**src/rtl/kb_color_mapper.sv**
```systemverilog
// PS/2 scancode to RGB colour mapper with a programmable palette.
// Decodes make/break/extended prefixes and drives a registered colour to the VGA path.
module kb_color_mapper #(
    parameter int                         CHANNEL_W   = 3,
    parameter int                         NUM_KEYS    = 4,
    parameter int                         STICKY      = 0,
    parameter logic [3*CHANNEL_W-1:0]     DEFAULT_RGB = 9'b010_100_110
) (
    input  logic                   clk,
    input  logic                   rst,
    input  logic [7:0]             kb_code,
    input  logic                   kb_valid,
    input  logic                   wr_en,
    input  logic [3:0]             wr_idx,
    input  logic [7:0]             wr_key,
    input  logic [3*CHANNEL_W-1:0] wr_rgb,
    output logic [CHANNEL_W-1:0]   ored,
    output logic [CHANNEL_W-1:0]   ogreen,
    output logic [CHANNEL_W-1:0]   oblue,
    output logic                   key_down
);

    localparam int         RGB_W      = 3 * CHANNEL_W;
    localparam int         IDX_W      = (NUM_KEYS > 1) ? $clog2(NUM_KEYS) : 1;
    localparam logic [4:0] NUM_KEYS_L = 5'(NUM_KEYS);

    typedef enum logic [1:0] {
        IDLE,
        BREAK,
        EXT,
        EXT_BREAK
    } state_t;

    state_t state, next_state;

    logic [7:0]       key_tab [NUM_KEYS];
    logic [RGB_W-1:0] rgb_tab [NUM_KEYS];

    logic             do_make;
    logic             do_break;
    logic             match_hit;
    logic [IDX_W-1:0] match_idx;

    logic             held_valid;
    logic             has_sel;
    logic [IDX_W-1:0] held_idx;
    logic             held_ok;
    logic             sel_active;
    logic [RGB_W-1:0] rgb_q;

    function automatic logic key_ok(input logic [7:0] k);
        return (k != 8'h00) && (k != 8'hE0) && (k != 8'hF0);
    endfunction

    always_ff @(posedge clk or negedge rst) begin
        if (!rst) begin
            for (int i = 0; i < NUM_KEYS; i++) begin
                if (i == 0) begin
                    key_tab[i] <= 8'h1C;
                    rgb_tab[i] <= {{CHANNEL_W{1'b1}}, {(2*CHANNEL_W){1'b0}}};
                end else if (i == 1) begin
                    key_tab[i] <= 8'h32;
                    rgb_tab[i] <= {{(2*CHANNEL_W){1'b0}}, {CHANNEL_W{1'b1}}};
                end else begin
                    key_tab[i] <= 8'h00;
                    rgb_tab[i] <= '0;
                end
            end
        end else if (wr_en && ({1'b0, wr_idx} < NUM_KEYS_L)) begin
            key_tab[wr_idx[IDX_W-1:0]] <= wr_key;
            rgb_tab[wr_idx[IDX_W-1:0]] <= wr_rgb;
        end
    end

    // Descending scan so the lowest-index valid entry wins; reads the pre-write palette.
    always_comb begin
        match_hit = 1'b0;
        match_idx = '0;
        for (int i = NUM_KEYS - 1; i >= 0; i--) begin
            if (key_ok(key_tab[i]) && (key_tab[i] == kb_code)) begin
                match_hit = 1'b1;
                match_idx = IDX_W'(i);
            end
        end
    end

    always_ff @(posedge clk or negedge rst) begin
        if (!rst) state <= IDLE;
        else      state <= next_state;
    end

    always_comb begin
        next_state = state;
        do_make    = 1'b0;
        do_break   = 1'b0;
        if (kb_valid) begin
            case (state)
                IDLE: begin
                    if (kb_code == 8'hE0)      next_state = EXT;
                    else if (kb_code == 8'hF0) next_state = BREAK;
                    else                       do_make    = 1'b1;
                end
                BREAK: begin
                    if (kb_code == 8'hF0)      next_state = BREAK;
                    else if (kb_code == 8'hE0) next_state = EXT_BREAK;
                    else begin
                        do_break   = 1'b1;
                        next_state = IDLE;
                    end
                end
                EXT: begin
                    if (kb_code == 8'hF0) next_state = EXT_BREAK;
                    else                  next_state = IDLE;
                end
                EXT_BREAK: begin
                    if ((kb_code == 8'hE0) || (kb_code == 8'hF0)) next_state = EXT_BREAK;
                    else                                          next_state = IDLE;
                end
                default: next_state = IDLE;
            endcase
        end
    end

    assign held_ok    = key_ok(key_tab[held_idx]);
    assign sel_active = (held_valid || ((STICKY != 0) && has_sel)) && held_ok;

    // A selection whose entry has been invalidated by a palette write is dropped.
    always_ff @(posedge clk or negedge rst) begin
        if (!rst) begin
            held_valid <= 1'b0;
            has_sel    <= 1'b0;
            held_idx   <= '0;
        end else begin
            if (!held_ok) begin
                held_valid <= 1'b0;
                has_sel    <= 1'b0;
            end
            if (do_make && match_hit) begin
                held_valid <= 1'b1;
                has_sel    <= 1'b1;
                held_idx   <= match_idx;
            end else if (do_break && match_hit && held_valid && (match_idx == held_idx)) begin
                held_valid <= 1'b0;
            end
        end
    end

    always_ff @(posedge clk or negedge rst) begin
        if (!rst) begin
            rgb_q    <= DEFAULT_RGB;
            key_down <= 1'b0;
        end else begin
            rgb_q    <= sel_active ? rgb_tab[held_idx] : DEFAULT_RGB;
            key_down <= held_valid && held_ok;
        end
    end

    assign ored   = rgb_q[RGB_W-1 -: CHANNEL_W];
    assign ogreen = rgb_q[2*CHANNEL_W-1 -: CHANNEL_W];
    assign oblue  = rgb_q[CHANNEL_W-1:0];

endmodule
```
**config.mk**
```make
export PLATFORM = sky130hd
export DESIGN_NAME = kb_color_mapper
export DESIGN_NICKNAME = d
export VERILOG_FILES = /design/src/rtl/kb_color_mapper.sv
export SDC_FILE = /design/constraint.sdc
export NUM_CORES = 1
export LEC_CHECK = 0
export ABC_AREA = 0
export BUFFER_PORTS_ARGS = -buffer_cell sky130_fd_sc_hd__buf_2
export CORE_MARGIN = 4
export CORE_UTILIZATION = 55
export CTS_BUF_LIST = sky130_fd_sc_hd__clkbuf_8
export DETAILED_ROUTE_END_ITERATION = 7
export PLACE_DENSITY = 0.76
export SETUP_SLACK_MARGIN = 0.02
export SYNTH_ARGS = -nofsm -noshare
export SYNTH_HDL_FRONTEND = slang
export SYNTH_SLANG_ARGS = --single-unit
```
**constraint.sdc**
```tcl
create_clock -name clk -period 6.06 [get_ports clk]
set_clock_uncertainty 0.15 [all_clocks]
set_input_delay 1.212 -clock clk [delete_from_list [all_inputs] [get_ports clk]]
set_output_delay 1.212 -clock clk [all_outputs]
set_load 0.005 [all_outputs]
```
==> summary.md, run 1 <==
| Metric | Value |
|---|---|
| Layout cells sized above 1 | `0.479` |
| Reg clk slew, reported paths | `around 80 ps` |
| Worst skew pair latency | `between 300 and 400 ps` |
| Area after DPL | `between 4000 and 5000 µm²` |
| Vias in the first global route | `2,507` |
| Sw Ratio | `0.275` |
| Initial antenna violation count | `0` |
| CTS Root Cell | `clkbuf_8` |
| Net count, final | `358` |
| Max H-tree Level | `3` |
| Initial DRC count | `101` |
| Clock power share | `0.272` |
| Startpoint types | `input pin` |
| Pwr dens | `358 nW/µm²` |
| Sw Pwr | `0.432 mW` |
| Number of enable flip-flop cells after synthesis | `0` |
| Initial Utilization | `0.570` |
| Largest family of logic cells by synthesized area | `multiplexers` |
| Top fanout value on the critical path | `17` |
| Final hold vios | `0` |
| Number of synthesized register bits | `just over 80` |
| Final wirelength | `7.52 mm` |
| Ys Warns | `0` |
| Clock buffer depth | `2` |
| Synth Cell Area | `3890 µm²` |
| Multiplexer area fraction after synthesis | `0.254` |
| Period minus WS final | `roughly 2800 ps` |
| Setup Fix Bufs, Post-CTS | `0` |
| Min-delay worst type | `reg -> reg` |
| Worst IR drop on VDD | `about 170 µV` |
| Comb pwr share | `0.206` |
| Core box area | `between 6000 and 7000 µm²` |
| Post-synthesis xor/xnor area fraction | `0.0720` |
| Fill count | `539` |
| Area delta synth->final | `12.9%` |
| WP data arrival | `~2900 ps` |
| Design Area, Final | `between 4000 and 5000 µm²` |
| Syn nets | `around 320` |
| Synth top area share | `0.431` |
| GRT Overall Usage | `0.198` |
| Status | `finished clean` |
| Final Max Slew Viols | `0` |
| DRC errors left | `0` |
| Max-Cap Viols | `0` |
| Number of I/O pins | `43` |
| Mapped Avg Cell Area | `roughly 14 µm²` |
| DRT Pass-1 Iters | `4` |
| Vias per inst | `about 5.6` |
| GR peak layer | `met2` |
| R2r setup slk | `around 3800 ps` |
| HPWL Detailed | `around 5.2 mm` |
| Largest area contributor in the netlist | `dfrtp_1` |
| Seq/Total Area, Yosys | `0.539` |
| Routed vias | `approximately 2.4k` |
| DR WL/cell | `roughly 18 µm` |
| Port Buffers | `42` |
| Final number of setup-violating endpoints | `0` |
| Grt ovf | `0` |
| Inserted Diodes | `0` |
| Largest net degree at the start of global routing | `84` |
| PostCTS Resize Cnt | `0` |
| Slew margin rel. | `0.263` |
| TritonCTS clock tree | `done` |
| Slew @ Worst Pin | `around 1100 ps` |
| Die X | `a little over 90 µm` |
| Die Y | `approximately 92 µm` |
| Hold endpoint | `rgb_tab[13]` |
| Routability-driven placement congestion ratio | `roughly 0.83` |
| Seq pwr share | `0.522` |
| Hold depth | `1` |
| CTS Hold Bufs | `0` |
| CP required | `6140 ps` |
| Post-synth top cells | `mux2_2, dfrtp_1, xor2_1, dfstp_2, nor4_1` |
| First-pass GRT wire length | `around 13 mm` |
| Static Leakage | `1.93 nW` |
| Met2 GRT Util | `0.314` |
| Period utilization | `0.470` |
| Top area cells in the synthesized netlist | `dfrtp_1, mux2_2, dfstp_2` |
| Share of synthesized registers carrying an async set or reset | `1.00` |
| RSZ-0062 raised after global routing | `false` |
| Synth cell types | `33` |
| # rows | `30` |
| Compound-gate portion of the synthesized area | `0.0292` |
| Most frequent cell after synthesis | `mux2_2` |
| Synthesized instance count | `roughly 280` |
| Grt met3 use | `0.0484` |
| Dominant synthesized flop cell | `dfrtp_1` |
| R2R depth | `7` |
| Critical path class | `in -> reg` |
| Clock net sink count | `between 80 and 90` |
| Worst r2r src | `key_tab[0]` |
| Synth Area in Simple Gates | `0.0855` |
| CTS Buf Count | `9` |
| Crit end category | `flop` |
| HP Start | `rgb_tab[13]` |
| Setup TNS | `0 ps` |
| Die ar. | `about 8500 µm²` |
| Pint | `1.14 mW` |
| Met1 usage | `0.266` |
| FMAX | `0.351 GHz` |
| Adder-Cell Fraction of Synth Area | `0` |
| RR Endpoint | `held_valid` |
| Post-DRT Antenna Nets | `0` |
==> metal layers <==
| layer | part of all wire | wire (µm) | vias up |
|---|---|---|---|
| met4 | 0.013 | 99 | 0 |
| met2 | 0.48 | 3640 | 48 |
| met1 | 0.46 | 3470 | 1214 |
| met5 | 0 | 0 | - |
| li1 | - | - | 1117 |
| met3 | 0.041 | 309 | 7 |
==> cell families after synthesis <==
kind of cell,count (synthesis)
AO/OA/AOI/OAI,18
AND/OR/NAND/NOR,55
XOR/XNOR,32
multiplexers,78
buffers and inverters,18
flip-flops,83
==> power by group through the flow <==
stage | sequential [mW] | clock, mW | combinational, mW
2_1_floorplan | 0.781 | 0 | 0.266
3_3_place_gp | 0.824 | 0 | 0.315
3_5_place_dp | 0.831 | 0 | 0.326
4_1_cts | 0.821 | 0.441 | 0.328
5_1_grt | 0.840 | 0.469 | 0.357
6_report | 0.821 | 0.428 | 0.324
==> worst max-delay path, cell delays in order <==
cell,delay [ps]
buf_2,100
nor2_1,120
nand4_1,870
mux2_2,620
==> state kept, by name (all words and copies together) (netlist names) <==
signal / flops
state: 2
key_tab: 32
held_valid: 1
key_down: 1
rgb_tab: 36
held_idx: 2
rgb_q: 9
==> stage by stage <==
stage | hold WS [ps] | setup WS (ps) | instances | power, mW | util
6_report | 356 | 3210 | 426 | 1.57 | 0.643
5_1_grt | 370 | 3080 | 426 | 1.67 | 0.643
4_1_cts | 361 | 3180 | 426 | 1.59 | 0.643
3_5_place_dp | 342 | 2800 | 410 | 1.16 | 0.612
3_3_place_gp | 333 | 2900 | 410 | 1.14 | 0.612
2_1_floorplan | 324 | 3170 | 284 | 1.05 | -
==> worst max path at each step <==
stage,start,end,slack (ps)
after floorplan,kb_code[1],held_valid,3170
after global placement,wr_idx[2],key_tab[5],2900
after detailed placement,wr_idx[2],rgb_tab[8],2800
after CTS,wr_idx[2],rgb_tab[8],3180
after global routing,kb_code[4],held_valid,3080
final,wr_idx[2],key_tab[6],3210
==> cells in the final DEF (no fill, tap or decap), types with 2 or more instances in the layout <==
master / instances
mux2_2: 68
dfrtp_1: 67
buf_2: 41
xor2_1: 24
dfstp_2: 16
nor4_1: 12
and3_1: 10
mux4_2: 10
clkbuf_8: 9
xnor2_1: 8
o21ai_0: 6
inv_1: 5
or2_1: 5
a21oi_1: 5
nand3_1: 4
nor2_1: 4
nand2_1: 4
or4_1: 3
nand4_1: 3
nor3_1: 3
buf_4: 3
o21a_1: 2
bufinv_16: 2
==> final cells by class <==
class | count | area (µm²) | area share
Inverter | 4 | 15.0 | 0.00342
Tap cell | 96 | 120 | 0.0273
Sequential cell | 83 | 2100 | 0.477
Clock buffer | 9 | 124 | 0.0282
Clock inverter | 7 | 93.8 | 0.0213
Timing Repair Buffer | 44 | 228 | 0.0518
Multi-Input combinational cell | 183 | 1720 | 0.391
(Power assumes the default switching activity.)
==> run 2: changes to the inputs <==
--- a/config.mk
+++ b/config.mk
@@ -5,13 +5,13 @@
 export SDC_FILE = /design/constraint.sdc
 export NUM_CORES = 1
 export LEC_CHECK = 0
-export ABC_AREA = 0
+export ABC_AREA = 1
 export BUFFER_PORTS_ARGS = -buffer_cell sky130_fd_sc_hd__buf_2
 export CORE_MARGIN = 4
 export CORE_UTILIZATION = 55
 export CTS_BUF_LIST = sky130_fd_sc_hd__clkbuf_8
 export DETAILED_ROUTE_END_ITERATION = 7
-export PLACE_DENSITY = 0.76
+export PLACE_DENSITY = 0.78
 export SETUP_SLACK_MARGIN = 0.02
 export SYNTH_ARGS = -nofsm -noshare
 export SYNTH_HDL_FRONTEND = slang
==> constraint.sdc (replaced) <==
create_clock -name clk -period 2.4 [get_ports clk]
set_clock_uncertainty 0.15 [all_clocks]
set_input_delay 0.48 -clock clk [delete_from_list [all_inputs] [get_ports clk]]
set_output_delay 0.48 -clock clk [all_outputs]
set_load 0.005 [all_outputs]
==> summary.md, run 2 <==
| Metric | Value |
|---|---|
| Most frequent cell after synthesis | `nand2_1` |
| Synth Cell Area | `4240 µm² (+9.0%)` |
| Number of enable flip-flop cells after synthesis | `0 (unchanged)` |
| Pwr dens | `813 nW/µm² (+130%)` |
| TritonCTS clock tree | `done` |
| Vias in the first global route | `3,710 (+48%)` |
| Net count, final | `622 (+74%)` |
| R2r setup slk | `570 ps (-3210 ps)` |
| Seq pwr share | `0.512 (-0.010)` |
| Clock net sink count | `83 (unchanged)` |
| Die Y | `95.8 µm (+4.0%)` |
| Crit end category | `flop` |
| Top area cells in the synthesized netlist | `dfrtp_1, nand2_1, o21ai_0` |
| Setup Fix Bufs, Post-CTS | `0 (unchanged)` |
| Status | `finished clean` |
| Final wirelength | `10.4 mm (+38%)` |
| Initial antenna violation count | `0 (unchanged)` |
| Leading cell type in the layout, fill and taps excluded | `nand2_1` |
| Setup TNS | `0 ps (unchanged)` |
| GRT Overall Usage | `0.251 (+0.0533)` |
| CTS Buf Count | `9 (unchanged)` |
| Initial Utilization | `0.576 (+0.00576)` |
| Worst IR drop on VDD | `363 µV (+110%)` |
| Share of synthesized registers carrying an async set or reset | `1.00 (unchanged)` |
| Sw Pwr | `1.35 mW (+210%)` |
| DRC errors left | `0 (unchanged)` |
| FMAX | `between 0.5 and 0.6 GHz` |
| First-pass GRT wire length | `17.6 mm (+38%)` |
| Number of I/O pins | `43 (unchanged)` |
| Routability-driven placement congestion ratio | `0.953 (+15%)` |
| Final hold vios | `0 (unchanged)` |
| Static Leakage | `2.33 nW (+20%)` |
| Final number of setup-violating endpoints | `0 (unchanged)` |
| Clock buffer depth | `2 (unchanged)` |
| Pint | `2.49 mW (+120%)` |
| CTS Hold Bufs | `1 (+1)` |
| Top fanout value on the critical path | `6 (-11)` |
| Post-DRT Antenna Nets | `0 (unchanged)` |
| Reg clk slew, reported paths | `100 ps (+20 ps)` |
| Die X | `95.8 µm (+4.0%)` |
| Critical path class | `reg -> reg` |
| Max-Cap Viols | `0 (unchanged)` |
| Fill count | `651 (+21%)` |
| Initial DRC count | `216 (+110%)` |
| Syn nets | `581 (+83%)` |
| RSZ-0062 raised after global routing | `false` |
| HPWL Detailed | `7.33 mm (+41%)` |
| CTS Root Cell | `clkbuf_8` |
| Largest Register | `rgb_tab` |
| Synth top area share | `0.395 (-0.0354)` |
| Core box area | `7370 µm² (+7.9%)` |
| DRT Pass-1 Iters | `5 (+1)` |
| Synthesized instance count | `548 (+93%)` |
| Port Buffers | `42 (unchanged)` |
| # rows | `31 (+3.3%)` |
| PostCTS Resize Cnt | `0 (unchanged)` |
| Final Max Slew Viols | `0 (unchanged)` |
| Clock power share | `0.239 (-0.033)` |
| Layout cells sized above 1 | `0.182 (-0.297)` |
| Largest area contributor in the netlist | `dfrtp_1` |
| Slew @ Worst Pin | `539 ps (-563 ps)` |
| Min-delay worst type | `in -> reg` |
| Synth cell types | `30 (-9.1%)` |
| Slew margin rel. | `0.638 (+0.374)` |
| Period minus WS final | `about 1800 ps` |
| Dominant synthesized flop cell | `dfrtp_1` |
| WP data arrival | `1920 ps (-1010 ps)` |
| CP required | `2490 ps (-3650 ps)` |
| Largest registers | `rgb_tab (36), key_tab (32), rgb_q (9)` |
| Ys Warns | `0 (unchanged)` |
| Max H-tree Level | `3 (unchanged)` |
| Number of synthesized register bits | `83 (unchanged)` |
| Routed vias | `3,757 (+57%)` |
| Period utilization | `0.764` |
| DR WL/cell | `15.0 µm (-15%)` |
| Vias per inst | `5.42 (-3.2%)` |
| Setup WS pre-CTS | `468 ps (-2330 ps)` |
| Mapped Avg Cell Area | `7.74 µm² (-44%)` |
| Setup ws final | `566 ps (-2650 ps)` |
| Inserted Diodes | `0 (unchanged)` |
| Die ar. | `9180 µm² (+8.2%)` |
| Startpoint types | `flop` |
| Most frequent cells in the layout | `nand2_1, o21ai_0, dfrtp_1, nor2_1, inv_1` |
| Comb pwr share | `0.249 (+0.043)` |
| Sw Ratio | `0.352 (+0.0772)` |
| Largest net degree at the start of global routing | `39 (-54%)` |
| Max reg flops | `36 (unchanged)` |
| Worst skew pair latency | `360 ps (about the same)` |
| Seq/Total Area, Yosys | `0.494 (-0.0443)` |
| Area delta synth->final | `11.2%` |
| Post-synth top cells | `nand2_1, o21ai_0, dfrtp_1, nor2_1, inv_1` |
| Grt ovf | `0 (unchanged)` |
run 2: final cells by class:
type,instances,area (µm²),share of cell area
Inverter,53,199,0.0422
Clock inverter,7,50.0,0.0106
Sequential cell,83,2100,0.444
Timing Repair Buffer,53,310,0.0657
Clock buffer,9,124,0.0262
Tap cell,99,124,0.0262
Multi-Input combinational cell,389,1820,0.385
run 2: metal layers:
| metal | GRT usage | vias to the layer above | routed length, µm |
|---|---|---|---|
| met5 | 0 | - | 0 |
| met4 | 0.0983 | 0 | 211 |
| met3 | 0.0407 | 24 | 687 |
| met2 | 0.393 | 142 | 4730 |
| met1 | 0.351 | 1770 | 4770 |
| li1 | - | 1821 | - |
run 2: cells by family (layout without fill, tap and decap cells):
| family | Yosys count | in the layout | synth area share |
|---|---|---|---|
| AOI/OAI and AO/OA | 104 | 104 | 0.130 |
| xor gates and xnor gates | 18 | 18 | 0.0372 |
| buffers and inverters | 76 | 122 | 0.0779 |
| DFF | 83 | 83 | 0.494 |
| and+or+nand+nor | 267 | 267 | 0.261 |
run 2: worst paths after layout:
kind	end	start	cells after the start
setup reg to reg	held_valid	key_tab[5]	10
max in group asynchronous	key_tab[20]	rst	3
hold reg to reg	rgb_tab[6]	rgb_tab[6]	2
min in group asynchronous	key_tab[19]	rst	2
setup / recovery	held_valid	key_tab[5]	10
hold / removal	rgb_tab[18]	wr_rgb[0]	3
run 2: power by group through the flow:
stage                     clock network [mW]  registers [mW]  logic [mW]
after floorplan                            0            1.90       0.691
after CTS                              0.929            1.96       0.958
final                                  0.917            1.96       0.954
after global routing                   0.989            2.00        1.11
after global placement                     0            1.97       0.906
after detailed placement                   0            1.98       0.951
run 2: critical path: stages, from the launching register on:
cell and delay (ps):
dfrtp_1 450, nor2_1 120, nand2_1 70, a21oi_2 180
nand2_1 70, o211ai_1 80, o21ai_1 100, nand2_1 230
inv_2 130, nand2_1 90, nand2_1 50
run 2: per-stage QoR:
stage	cell area, µm²	utilization	total power, mW	std cells	hold WS, ps
3_5_place_dp	4540	0.615	2.93	676	263
6_report	4720	0.640	3.84	693	240
3_3_place_gp	4540	0.615	2.87	676	260
2_1_floorplan	4240	-	2.60	548	34.4
4_1_cts	4720	0.640	3.84	693	235
5_1_grt	4720	0.640	4.09	693	250
==> run 3: changes to the inputs <==
--- a/config.mk
+++ b/config.mk
@@ -11,7 +11,7 @@
 export CORE_UTILIZATION = 55
 export CTS_BUF_LIST = sky130_fd_sc_hd__clkbuf_8
 export DETAILED_ROUTE_END_ITERATION = 7
-export PLACE_DENSITY = 0.78
+export PLACE_DENSITY = 0.75
 export SETUP_SLACK_MARGIN = 0.02
 export SYNTH_ARGS = -nofsm -noshare
 export SYNTH_HDL_FRONTEND = slang
==> constraint.sdc (replaced) <==
create_clock -name clk -period 1.7 [get_ports clk]
set_clock_uncertainty 0.15 [all_clocks]
set_input_delay 0.34 -clock clk [delete_from_list [all_inputs] [get_ports clk]]
set_output_delay 0.34 -clock clk [all_outputs]
set_load 0.005 [all_outputs]
==> summary.md, run 3 (synthesis gave the netlist of run 2 again) <==
| Metric | Value |
|---|---|
| Static Leakage | `2.42 nW (+4.1%)` |
| Top fanout value on the critical path | `3 (-3)` |
| DRT Pass-1 Iters | `5 (unchanged)` |
| Final hold vios | `0 (unchanged)` |
| Fin util | `0.676 (+0.0351)` |
| Clock buffer depth | `2 (unchanged)` |
| Setup TNS | `-130 ps (-130 ps)` |
| Max reg flops | `36 (unchanged)` |
| Most frequent cells in the layout | `nand2_1, o21ai_0, dfrtp_1, nor2_1, inv_1` |
| Cell Count, Final, Fillers Out | `705 (+1.7%)` |
| Design Area, Final | `4980 µm² (+5.5%)` |
| First-pass GRT wire length | `17.0 mm (-3.5%)` |
| R2r setup slk | `-120 ps (-690 ps)` |
| Failing checks | `setup timing` |
| Final wirelength | `10.3 mm (-0.57%)` |
| Worst IR drop on VDD | `671 µV (+85%)` |
| Area delta synth->final | `17.3%` |
| FMAX | `0.548 GHz (+0.54%)` |
| Pwr dens | `1130 nW/µm² (+39%)` |
| Number of I/O pins | `43 (unchanged)` |
| Largest registers | `rgb_tab (36), key_tab (32), rgb_q (9)` |
| RSZ-0062 raised after global routing | `true` |
| Worst skew pair latency | `360 ps (about the same)` |
| Largest Register | `rgb_tab` |
| DR WL/cell | `14.7 µm (-2.3%)` |
| Setup ws final | `-124 ps (-690 ps)` |
| Dpl cells | `683 (+1.0%)` |
| Reg area | `2100 µm² (+0.30%)` |
| # rows | `31 (unchanged)` |
| Slew @ Worst Pin | `324 ps (-215 ps)` |
| Multi-input logic area | `1910 µm² (+5.0%)` |
| Max-Cap Viols | `0 (unchanged)` |
| Die ar. | `9180 µm² (unchanged)` |
| Status | `finished with violations` |
| CTS Buf Count | `9 (unchanged)` |
| Setup WS pre-CTS | `-73.9 ps (-542 ps)` |
| Routed vias | `3,778 (+0.56%)` |
| Slew margin rel. | `0.782 (+0.145)` |
| Max H-tree Level | `3 (unchanged)` |
| Initial antenna violation count | `0 (unchanged)` |
| Port Buffers | `42 (unchanged)` |
| HPWL Detailed | `7.20 mm (-1.8%)` |
| Die Y | `95.8 µm (unchanged)` |
| CP required | `1790 ps (-700 ps)` |
| Post-DRT Antenna Nets | `0 (unchanged)` |
| Period minus WS final | `1820 ps (-9.82 ps)` |
| Die X | `95.8 µm (unchanged)` |
| Initial DRC count | `234 (+8.3%)` |
| Grt ovf | `0 (unchanged)` |
| TritonCTS clock tree | `done` |
| Final number of setup-violating endpoints | `2 (+2)` |
| WP data arrival | `1910 ps (about the same)` |
| Total power | `5.63 mW (+47%)` |
| Min-delay worst type | `in -> reg` |
| Core box area | `7370 µm² (unchanged)` |
| GRT Overall Usage | `0.243 (-0.00829)` |
| Net count, final | `634 (+1.9%)` |
| CTS Root Cell | `clkbuf_8` |
| Period utilization | `1.07 (+0.309)` |
| Critical path class | `reg -> reg` |
| Vias per inst | `5.36 (-1.2%)` |
| Leading cell type in the layout, fill and taps excluded | `nand2_1` |
| Fill count | `636 (-2.3%)` |
| Vias in the first global route | `3,602 (-2.9%)` |
| Clock net sink count | `83 (unchanged)` |
| DRC errors left | `0 (unchanged)` |
| Min Hold Slack | `100 ps (-140 ps)` |
| Crit end category | `flop` |
| Reg clk slew, reported paths | `90 ps (about the same)` |
| Largest net degree at the start of global routing | `35 (-10%)` |
| Area after DPL | `4650 µm² (+2.5%)` |
| Routability-driven placement congestion ratio | `0.908 (-4.8%)` |
| Startpoint types | `flop` |
| Inserted Diodes | `0 (unchanged)` |
| Final Max Slew Viols | `0 (unchanged)` |
| Layout cells sized above 1 | `0.249 (+0.0674)` |
| Initial Utilization | `0.576 (unchanged)` |
-- run 3: cell types whose count changed in the layout (fill, tap and decap cells not counted), sizes merged --
cell	change
buf	+12
-- run 3: cell type report --
type | count | share of cell area
Inverter | 53 | 0.0405
Timing Repair Buffer | 65 | 0.0937
Sequential cell | 83 | 0.422
Clock inverter | 7 | 0.0106
Multi-Input combinational cell | 389 | 0.383
Tap cell | 99 | 0.0249
Clock buffer | 9 | 0.0249
-- run 3: where the power goes --
part	internal (mW)	switching, mW
clock	0.543	0.766
combinational	0.649	0.901
sequential	2.42	0.345
-- run 3: metal layers --
| layer | GRT usage | vias up | wire [µm] |
|---|---|---|---|
| met5 | 0 | - | 0 |
| met4 | 0.0640 | 0 | 126 |
| met3 | 0.0539 | 18 | 725 |
| met2 | 0.395 | 137 | 4980 |
| met1 | 0.330 | 1778 | 4510 |
| li1 | - | 1845 | - |
-- run 3: worst max-delay path, stage by stage (launching register included) --
cell	delay [ps]
dfstp_2	570
inv_2	50
nand2_2	50
nand4_1	130
nor2_1	170
nand3_2	100
nand3_2	100
nand2_2	50
a21oi_2	120
nand3_1	90
nand2_1	70
nand2_1	60
-- run 3: timing repair --
item                                   in CTS  in global routing
resized for setup                           7                 26
cloned                                      0                  0
hold buffers                                1                  0
endpoints found under the hold margin      57                  0
pin swaps                                   9                 10
buffers inserted                            4                  1
setup endpoints to repair                  11                 13
-- run 3: final timing paths --
path,startpoint,to,depth (start not counted)
max in group asynchronous,rst,key_tab[26],3
setup reg to reg,key_tab[26],held_valid,11
hold / removal,wr_rgb[0],rgb_tab[18],3
setup / recovery,key_tab[26],held_valid,11
min in group asynchronous,rst,key_tab[14],2
hold reg to reg,rgb_tab[2],rgb_tab[2],2
